### src/rtl/ps2_key_decoder_pkg.sv
// rtl/ps2_key_decoder_pkg.sv - shared constants and FSM state type for the PS/2 key decoder
package ps2_key_decoder_pkg;

   localparam logic [7:0] PS2_BREAK  = 8'hF0;
   localparam logic [7:0] PS2_EXT    = 8'hE0;
   localparam logic [7:0] SEG_BLANK  = 8'hFF;
   localparam logic [7:0] ASCII_NONE = 8'h00;

   typedef enum logic [1:0] {
      ST_IDLE = 2'd0,
      ST_ACK  = 2'd1,
      ST_PROC = 2'd2
   } state_t;

endpackage

### src/rtl/ps2_scan2ascii.sv
// rtl/ps2_scan2ascii.sv - scan-code set 2 to lowercase ASCII ROM (digits and letters only)
module ps2_scan2ascii
   import ps2_key_decoder_pkg::*;
(
   input  logic [7:0] code,
   output logic [7:0] ascii
);

   always_comb begin
      ascii = ASCII_NONE;
      case (code)
         8'h45: ascii = 8'h30;
         8'h16: ascii = 8'h31;
         8'h1E: ascii = 8'h32;
         8'h26: ascii = 8'h33;
         8'h25: ascii = 8'h34;
         8'h2E: ascii = 8'h35;
         8'h36: ascii = 8'h36;
         8'h3D: ascii = 8'h37;
         8'h3E: ascii = 8'h38;
         8'h46: ascii = 8'h39;
         8'h1C: ascii = 8'h61;
         8'h32: ascii = 8'h62;
         8'h21: ascii = 8'h63;
         8'h23: ascii = 8'h64;
         8'h24: ascii = 8'h65;
         8'h2B: ascii = 8'h66;
         8'h34: ascii = 8'h67;
         8'h33: ascii = 8'h68;
         8'h43: ascii = 8'h69;
         8'h3B: ascii = 8'h6A;
         8'h42: ascii = 8'h6B;
         8'h4B: ascii = 8'h6C;
         8'h3A: ascii = 8'h6D;
         8'h31: ascii = 8'h6E;
         8'h44: ascii = 8'h6F;
         8'h4D: ascii = 8'h70;
         8'h15: ascii = 8'h71;
         8'h2D: ascii = 8'h72;
         8'h1B: ascii = 8'h73;
         8'h2C: ascii = 8'h74;
         8'h3C: ascii = 8'h75;
         8'h2A: ascii = 8'h76;
         8'h1D: ascii = 8'h77;
         8'h22: ascii = 8'h78;
         8'h35: ascii = 8'h79;
         8'h1A: ascii = 8'h7A;
         default: ascii = ASCII_NONE;
      endcase
   end

endmodule

### src/rtl/ps2_key_decoder.sv
// rtl/ps2_key_decoder.sv - pops PS/2 scan bytes, tracks one held key, drives six hex digits
module ps2_key_decoder
   import ps2_key_decoder_pkg::*;
#(
   parameter int CNT_W           = 8,
   parameter bit BLANK_WHEN_IDLE = 1'b1
)
(
   input  logic             clk,
   input  logic             resetn,
   input  logic [7:0]       kb_data,
   input  logic             kb_ready,
   output logic             kb_nextdata_n,
   output logic [7:0]       key_code,
   output logic [7:0]       key_ascii,
   output logic             key_ext,
   output logic             key_held,
   output logic [CNT_W-1:0] press_count,
   output logic [7:0]       seg0,
   output logic [7:0]       seg1,
   output logic [7:0]       seg2,
   output logic [7:0]       seg3,
   output logic [7:0]       seg4,
   output logic [7:0]       seg5
);

   function automatic logic [7:0] hex2seg(input logic [3:0] h);
      logic [7:0] s;
      case (h)
         4'h0: s = 8'hC0;
         4'h1: s = 8'hF9;
         4'h2: s = 8'hA4;
         4'h3: s = 8'hB0;
         4'h4: s = 8'h99;
         4'h5: s = 8'h92;
         4'h6: s = 8'h82;
         4'h7: s = 8'hF8;
         4'h8: s = 8'h80;
         4'h9: s = 8'h90;
         4'hA: s = 8'h88;
         4'hB: s = 8'h83;
         4'hC: s = 8'hC6;
         4'hD: s = 8'hA1;
         4'hE: s = 8'h86;
         default: s = 8'h8E;
      endcase
      return s;
   endfunction

   state_t     state, state_nxt;
   logic [7:0] byte_r;
   logic       brk, ext;
   logic       latch, apply;
   logic [7:0] rom_ascii;
   logic       is_break, is_ext, hit;
   logic       show;
   logic [7:0] cnt_disp;

   ps2_scan2ascii u_scan2ascii (
      .code  (byte_r),
      .ascii (rom_ascii)
   );

   always_ff @(posedge clk or negedge resetn) begin
      if (!resetn) state <= ST_IDLE;
      else         state <= state_nxt;
   end

   // The pop strobe is decoded from state so an async reset releases it at once.
   always_comb begin
      state_nxt     = state;
      kb_nextdata_n = 1'b1;
      latch         = 1'b0;
      apply         = 1'b0;
      case (state)
         ST_IDLE: begin
            if (kb_ready) begin
               latch     = 1'b1;
               state_nxt = ST_ACK;
            end
         end
         ST_ACK: begin
            kb_nextdata_n = 1'b0;
            state_nxt     = ST_PROC;
         end
         ST_PROC: begin
            apply     = 1'b1;
            state_nxt = ST_IDLE;
         end
         default: state_nxt = ST_IDLE;
      endcase
   end

   always_ff @(posedge clk or negedge resetn) begin
      if (!resetn)    byte_r <= 8'h00;
      else if (latch) byte_r <= kb_data;
   end

   assign is_break = (byte_r == PS2_BREAK);
   assign is_ext   = (byte_r == PS2_EXT);
   assign hit      = key_held && (byte_r == key_code);

   always_ff @(posedge clk or negedge resetn) begin
      if (!resetn) begin
         brk         <= 1'b0;
         ext         <= 1'b0;
         key_code    <= 8'h00;
         key_ascii   <= 8'h00;
         key_ext     <= 1'b0;
         key_held    <= 1'b0;
         press_count <= '0;
      end else if (apply) begin
         if (is_break) begin
            brk <= 1'b1;
         end else if (is_ext) begin
            ext <= 1'b1;
         end else if (brk) begin
            // Release matches on code alone; a mismatched break is dropped.
            if (hit) begin
               key_held  <= 1'b0;
               key_code  <= 8'h00;
               key_ascii <= 8'h00;
               key_ext   <= 1'b0;
            end
            brk <= 1'b0;
            ext <= 1'b0;
         end else if (hit && (ext == key_ext)) begin
            ext <= 1'b0;
         end else begin
            key_code    <= byte_r;
            key_ext     <= ext;
            key_held    <= 1'b1;
            key_ascii   <= ext ? ASCII_NONE : rom_ascii;
            press_count <= press_count + 1'b1;
            ext         <= 1'b0;
         end
      end
   end

   assign show     = key_held || !BLANK_WHEN_IDLE;
   assign cnt_disp = 8'(press_count);

   assign seg0 = show ? hex2seg(key_code[3:0])  : SEG_BLANK;
   assign seg1 = show ? hex2seg(key_code[7:4])  : SEG_BLANK;
   assign seg2 = show ? hex2seg(key_ascii[3:0]) : SEG_BLANK;
   assign seg3 = show ? hex2seg(key_ascii[7:4]) : SEG_BLANK;
   assign seg4 = hex2seg(cnt_disp[3:0]);
   assign seg5 = hex2seg(cnt_disp[7:4]);

endmodule
### config.mk
export PLATFORM = sky130hd
export DESIGN_NAME = ps2_key_decoder
export DESIGN_NICKNAME = d
export VERILOG_FILES = /design/src/rtl/ps2_key_decoder_pkg.sv /design/src/rtl/ps2_scan2ascii.sv /design/src/rtl/ps2_key_decoder.sv
export SDC_FILE = /design/constraint.sdc
export NUM_CORES = 1
export LEC_CHECK = 0
export CAP_MARGIN = 20
export CORE_UTILIZATION = 53
export CTS_CLUSTER_SIZE = 20
export DETAILED_ROUTE_END_ITERATION = 8
export HOLD_SLACK_MARGIN = 0.05
export PLACE_DENSITY = 0.82
export REMOVE_ABC_BUFFERS = 1
export SLEW_MARGIN = 10
export SYNTH_ARGS = -nofsm -noshare
export SYNTH_HDL_FRONTEND = slang
export SYNTH_SLANG_ARGS = --single-unit
### constraint.sdc
create_clock -name clk -period 2.4 [get_ports clk]
set_clock_uncertainty 0.1 [all_clocks]
set_input_delay 0.6 -clock clk [delete_from_list [all_inputs] [get_ports clk]]
set_output_delay 0.6 -clock clk [all_outputs]
set_load 0.05 [all_outputs]
==> impl_results.md, run 1 <==
- Via count of the routed design: between 4,000 and 5,000
- Clk sinks: 37
- Outcome: finished, violations left
- RSZ-0062 raised after global routing: true
- Filler cells: roughly 370
- Post-synthesis adder-cell area fraction: 13.1%
- Max_cap viols: 0
- Routed Antenna Nets: 0
- Worst slew pin tran: about 870 ps
- Nets: 642
- Violated checks: setup timing
- CTS Buffer Depth: 2
- Largest net degree at the start of global routing: 38
- Clock slew at reported path FFs: ~80 ps
- Worst skew pair latency: 310 ps
- Die Y: approximately 89 um
- Hold Buf Count CTS: 0
- IO buf count: slightly below 80
- Worst Setup SP: key_code[4]$_DFFE_PN0P_
- Die width: 89.0 um
- Rows: 31
- CTS tree: yes
- GP Congestion: 0.941
- Vias in the first global route: roughly 4,000
- Synth area leader: dfrtp_1
- Top cell type's share of synthesized area: between 20 and 25%
- Mux contribution to synthesized area: between 10% and 20%
- Register area: approximately 940 um^2
- Crit. End Element: output port
- Slew Limit Fails: 0
- Max-slew headroom: 41.9%
- Antenna diodes: 0
- Number of synthesized flops with an enable pin: 0
- RR Startpoint: key_code[4]$_DFFE_PN0P_
- Min Clock Period, post-route: around 2600 ps
- Area contributors post-synth: dfrtp_1 (23%), ha_1 (13%), mux2i_1 (6.5%)
- Largest family of logic cells by synthesized area: compound AO/OA/AOI/OAI gates
- Area Overhead vs Synth: 52.0%
- Wire per inst: 21.0 um
- Starting DRT DRC Count: between 300 and 400
- H-tree Lvls: 2
- Cells after Synth: between 400 and 500
- Reg2reg end: key_ascii[0]$_DFFE_PN0P_
- Layout cells sized above 1: 39.3%
- Mean Syn Cell Area: between 8 and 9 um^2
- DIE AREA: 0.00792 mm^2
- Vias per cell: between 6 and 7
- GRT Util Overall: 31.3%
- Final hold violations: 0
- Worst Reg-to-Reg Cells: 8
- CTS buffer count: 5
- Yosys reg bits: 37
- Post-Syn Area: between 0.004 and 0.005 mm^2
- Asr flop ratio synth: 100%
- Highest Clock Rate: about 390 MHz
- Period Utilization, post-route: 108%
- Synth Flop Type: dfrtp_1
- DR DRC count: 0
- Root Driver: clkbuf_8
- Multi-input gate area: 0.00310 mm^2
- Compound-Gate Fraction of Synth Area: about a fifth
- Setup-failing EPs final: 24
- Routed WL: 14.4 mm
- Worst R2R Setup Slack: -60 ps
- Initial antenna violation count: 0
- Post-synthesis xor/xnor area fraction: roughly 3.7%
- Ports: 86
- Worst path required time: roughly 1700 ps
- Placed wire-length estimate: roughly 8 mm
- Worst Slack Setup Final: -197 ps
- First-pass GRT wire length: 19.0 mm
- Initial Util: around 55%
- CP Data Arrival Time: around 1900 ps
- Worst hold slack: around 300 ps
- Crit-path max FO: 4
- Setup crit start kind: register
- Register area share after synthesis: a little under a quarter
- Total grt overflow: 0
- Distinct cells, synth: 60
- Ys Warns: 0
- Hold crit path type: primary input to async pin
- Crit path kind: register to output port
- Drt first pass iters: 5
- Synth Area in Simple Gates: between 10% and 20%
- Core Region: approximately 0.0073 mm^2
[state kept, by name, summed over array words and instances, names as in the netlist]
name,flops
key_ext,1
key_code,8
state,2
key_held,1
byte_r,8
key_ascii,7
press_count,8
ext,1
brk,1
[area by class of cell]
cell class	instances	share of cell area [%]
clock inverters	1	0.492
well taps	99	2.03
repair buffers	149	27.5
clock buffers	7	1.42
multi-input cells	361	50.8
inverters	35	2.38
flip-flops and latches	37	15.4
[cell usage in the layout (no fill, tap or decap), types with 4 or more instances in the layout]
master and n:
dfrtp_2 10, ha_2 7, mux2i_1 25, o2bb2ai_1 7
mux4_2 6, clkdlybuf4s50_1 19, nor2_1 21, o21ai_2 5
buf_6 19, dfrtp_1 27, ha_4 14, clkbuf_8 6
nand3b_1 5, buf_12 28, a21oi_1 12, mux2_2 6
mux2_4 5, nand2_1 43, nand3_1 19, conb_1 7
dlymetal6s2s_1 4, buf_4 71, inv_2 13, nor2b_1 5
inv_4 4, o21ai_0 17, nand2b_1 14, xnor2_1 12
o211ai_1 21, a22o_1 10, ha_1 21, inv_1 17
[metrics by stage]
stage                     setup TNS (ps)  util [%]  area, um^2  setup WS, ps  cells
final                              -1940      83.6        6100          -197    689
after global routing               -3400      83.6        6100          -240    689
after CTS                           -549      77.9        5680          -134    675
after detailed placement               0      72.5        5280          3.71    651
after global placement                 0      72.5        5280          65.8    651
after floorplan                   -27310         -        3820         -1330    433
[cell families (layout without fill, tap and decap cells)]
kind of cell / after synthesis / count (layout)
other cells: 2 / 7
compound gates: 114 / 114
xor+xnor: 16 / 16
fa+ha+maj: 42 / 42
buf+inv: 75 / 192
mux: 43 / 43
flops: 37 / 37
simple gates: 139 / 139
[how the worst max path moves through the flow]
stage,end,slack [ps],cells after the start
after floorplan,seg0[4],-1330,3
after global placement,seg0[3],70,7
after detailed placement,seg0[3],4,7
after CTS,seg1[3],-130,7
after global routing,seg0[3],-240,6
final,seg1[3],-200,7
[routing by layer]
metal	up-vias	global-route usage (%)	part of all wire [%]
met4	0	14.1	4.5
met1	2100	37.3	37
li1	1896	-	-
met5	-	0	0
met2	305	55.1	50
met3	85	5.45	8.1
[cell usage after synthesis, types with 2 or more instances]
library cell / number
o2bb2ai_1: 7
o21a_1: 2
o22ai_1: 2
a211oi_1: 3
a22o_1: 10
mux2i_1: 26
a21oi_1: 15
buf_6: 4
o31a_1: 3
buf_2: 5
nand4_1: 2
or3_1: 3
o211ai_1: 21
mux2_4: 5
clkbuf_1: 18
o311ai_0: 3
and3_1: 3
inv_1: 34
a311oi_1: 3
mux2_2: 6
buf_4: 7
xnor2_1: 14
nand4b_1: 2
buf_1: 6
nor3b_1: 2
conb_1: 2
nand2_1: 46
o221ai_1: 3
nand2b_1: 16
nand3b_1: 5
nand3_1: 19
mux4_2: 6
a32o_1: 2
nor3_1: 3
ha_1: 42
nor2b_1: 6
a31oi_1: 3
o21ai_0: 26
dfrtp_1: 37
or2_2: 3
a21boi_0: 3
nor2_1: 22
[what timing repair did]
action | 4_1_cts | 5_1_grt
pin swaps | 6 | 17
buffers inserted | 16 | 15
gates resized for setup | 52 | 85
setup endpoints to repair | 30 | 51
[critical path: stages, from the launching register on]
cell and delay [ps]:
dfrtp_1 410, inv_2 100, ha_4 290, inv_2 40
mux4_2 460, inv_2 70, nand2_2 50, buf_6 160
Power of run 1 is not shown: default switching activity piles up to over one toggle a cycle in this logic, so the estimate is an artifact.
==> run 2, diff against run 1 <==
--- a/config.mk
+++ b/config.mk
@@ -6,6 +6,7 @@
 export NUM_CORES = 1
 export LEC_CHECK = 0
 export CAP_MARGIN = 20
+export CORE_ASPECT_RATIO = 1.1
 export CORE_UTILIZATION = 53
 export CTS_CLUSTER_SIZE = 20
 export DETAILED_ROUTE_END_ITERATION = 8
==> run 2 against run 1 <==
  * The flow finishes with violations (DRC, setup timing)
  * Wire length down 11%
  * Register-to-register slack better by 120 ps
  * Via count down 5.2%
  * Sequential cell count unchanged
  * Count of clock-buffer cells in the layout down 1
  * Core utilization up 0.71 points
  * Sequential share of layout area up 0.096 points
  * Non-clock buffer count up 7
  * Critical path depth unchanged
  * Critical endpoint is now seg0[3]
  * Maximum frequency up 1.5%
==> impl_results.md, run 2 (synthesized netlist as in run 1, its figures left out) <==
- Hold crit path type: primary input to async pin
- GRT Util Overall: 31.1% (-0.13 points)
- Worst slew pin tran: 597 ps (-275 ps)
- Die Y: 93.3 um (+4.8%)
- Setup-failing EPs final: 11 (-54%)
- Worst path required time: 1700 ps (about the same)
- Via count of the routed design: 4,156 (-5.2%)
- GP Congestion: 0.912 (-3.1%)
- CP Data Arrival Time: 1860 ps (-40 ps)
- Min Clock Period, post-route: 2560 ps (-37.2 ps)
- Worst Setup SP: key_code[0]$_DFFE_PN0P_
- Outcome: finished, violations left
- Area Overhead vs Synth: 50.6%
- Wire per inst: 18.8 um (-10%)
- CP endpoint: seg0[3]
- Slew Limit Fails: 0 (unchanged)
- Top Registers: byte_r: 8 flops, key_code: 8 flops, press_count: 8 flops
- Highest Clock Rate: 391 MHz (+1.5%)
- Commonest non-fill, non-tap cell in the layout: buf_4
- Max_cap viols: 0 (unchanged)
- Drt first pass iters: 7 (+2)
- Nets: 649 (+1.1%)
- CTS tree: yes
- Filler cells: 356 (-2.5%)
- Setup crit start kind: register
- DIE AREA: 0.00792 mm^2 (about the same)
- Clk sinks: 37 (unchanged)
- Commonest cells after routing, fill and taps aside: buf_4 (85), nand2_1 (46), dfrtp_1 (29), buf_12 (29), mux2i_1 (26)
- Total grt overflow: 0 (unchanged)
- Reg2reg end: key_ascii[1]$_DFFE_PN0P_
- Worst R2R Setup Slack: 60 ps (+120 ps)
- Ports: 86 (unchanged)
- Clock slew at reported path FFs: 80 ps (about the same)
- Final hold violations: 0 (unchanged)
- H-tree Lvls: 2 (unchanged)
- Die width: 85.0 um (-4.6%)
- CTS Buffer Depth: 2 (unchanged)
- Routed Antenna Nets: 0 (unchanged)
- RSZ-0062 raised after global routing: true
- Vias per cell: 6.09 (-4.3%)
- Max-slew headroom: 60.2% (+18 points)
- Antenna diodes: 0 (unchanged)
- Layout cells sized above 1: 38.9% (-0.46 points)
- Largest net degree at the start of global routing: 33 (-13%)
- Placed wire-length estimate: 8.12 mm (+3.2%)
- First-pass GRT wire length: 19.8 mm (+4.2%)
- Core Region: 0.00717 mm^2 (-1.7%)
- Metal2 WL: 6.69 mm (-7.6%)
- Rows: 32 (+3.2%)
- Top routing layer in use: met4
- Worst Reg-to-Reg Cells: 8 (unchanged)
- Met3 wire length: 625 um (-47%)
- Period Utilization, post-route: 107% (-1.6 points)
- Root Driver: clkbuf_8
- Violated checks: DRC, setup timing
- Crit path kind: register to output port
- Worst Slack Setup Final: -160 ps (+37.2 ps)
- Worst skew pair latency: 300 ps (about the same)
- Crit-path max FO: 6 (+2)
- Routed WL: 12.8 mm (-11%)
- Finished Cell Area: 0.00604 mm^2 (-0.88%)
- Met1 wire length: 5.21 mm (-3.4%)
- CTS buffer count: 5 (unchanged)
- Vias in the first global route: 4,043 (+1.2%)
- Initial antenna violation count: 0 (unchanged)
- Placed cell area: 0.00531 mm^2 (+0.57%)
- Initial Util: 56.0% (+0.96 points)
- RR Startpoint: key_code[4]$_DFFE_PN0P_
- Hold Buf Count CTS: 0 (unchanged)
- Starting DRT DRC Count: 265 (-26%)
- IO buf count: 78 (unchanged)
- DR DRC count: 7 (+7)
- Crit. End Element: output port
run 2: how the worst min path moves through the flow:
stage | end | slack [ps]
global placement | state[1]$_DFFE_PN0P_ | 350
detailed placement | state[1]$_DFFE_PN0P_ | 370
floorplan | brk$_DFFE_PN0P_ | 200
CTS | key_ascii[0]$_DFFE_PN0P_ | 220
finish | key_code[7]$_DFFE_PN0P_ | 200
global route | key_code[7]$_DFFE_PN0P_ | 240
run 2: what timing repair did:
action	in CTS	in global routing
endpoints found under the setup margin	25	44
setup buffers	19	13
gates resized for setup	64	48
pin swaps	6	15
run 2: layout make-up:
type / instances / area (um^2) / share of cell area, %
clock buffers: 6 / 82.6 / 1.37
clock inverters: 2 / 37.5 / 0.621
inverters: 35 / 140 / 2.32
multi-input cells: 361 / 3050 / 50.4
flip-flops and latches: 37 / 936 / 15.5
well taps: 85 / 106 / 1.76
repair buffers: 156 / 1700 / 28.1
run 2: through the flow:
| step | setup TNS, ps | utilization [%] | worst slack [ps] | hold WS, ps | instances |
|---|---|---|---|---|---|
| floorplan | -27310 | - | -1330 | 204 | 433 |
| global placement | 0 | 74.1 | 99.5 | 346 | 644 |
| detailed placement | 0 | 74.1 | 22.4 | 370 | 644 |
| CTS | -605 | 81.2 | -124 | 223 | 670 |
| global route | -1930 | 84.3 | -203 | 238 | 682 |
| finish | -939 | 84.3 | -160 | 202 | 682 |
run 2: worst max-delay path, cell delays in order (launching register included):
cell,delay (ps)
dfrtp_1,410
inv_2,110
ha_4,290
inv_2,30
mux4_2,440
inv_1,60
nand2_1,60
buf_6,160
run 2: per-layer routing:
layer  vias up  global-route usage, %
met5         -                      0
li1       1909                      -
met2       174                   58.1
met3        37                   3.71
met1      2036                   38.0
met4         0                   7.34
Power of run 2 is left out for the same reason.
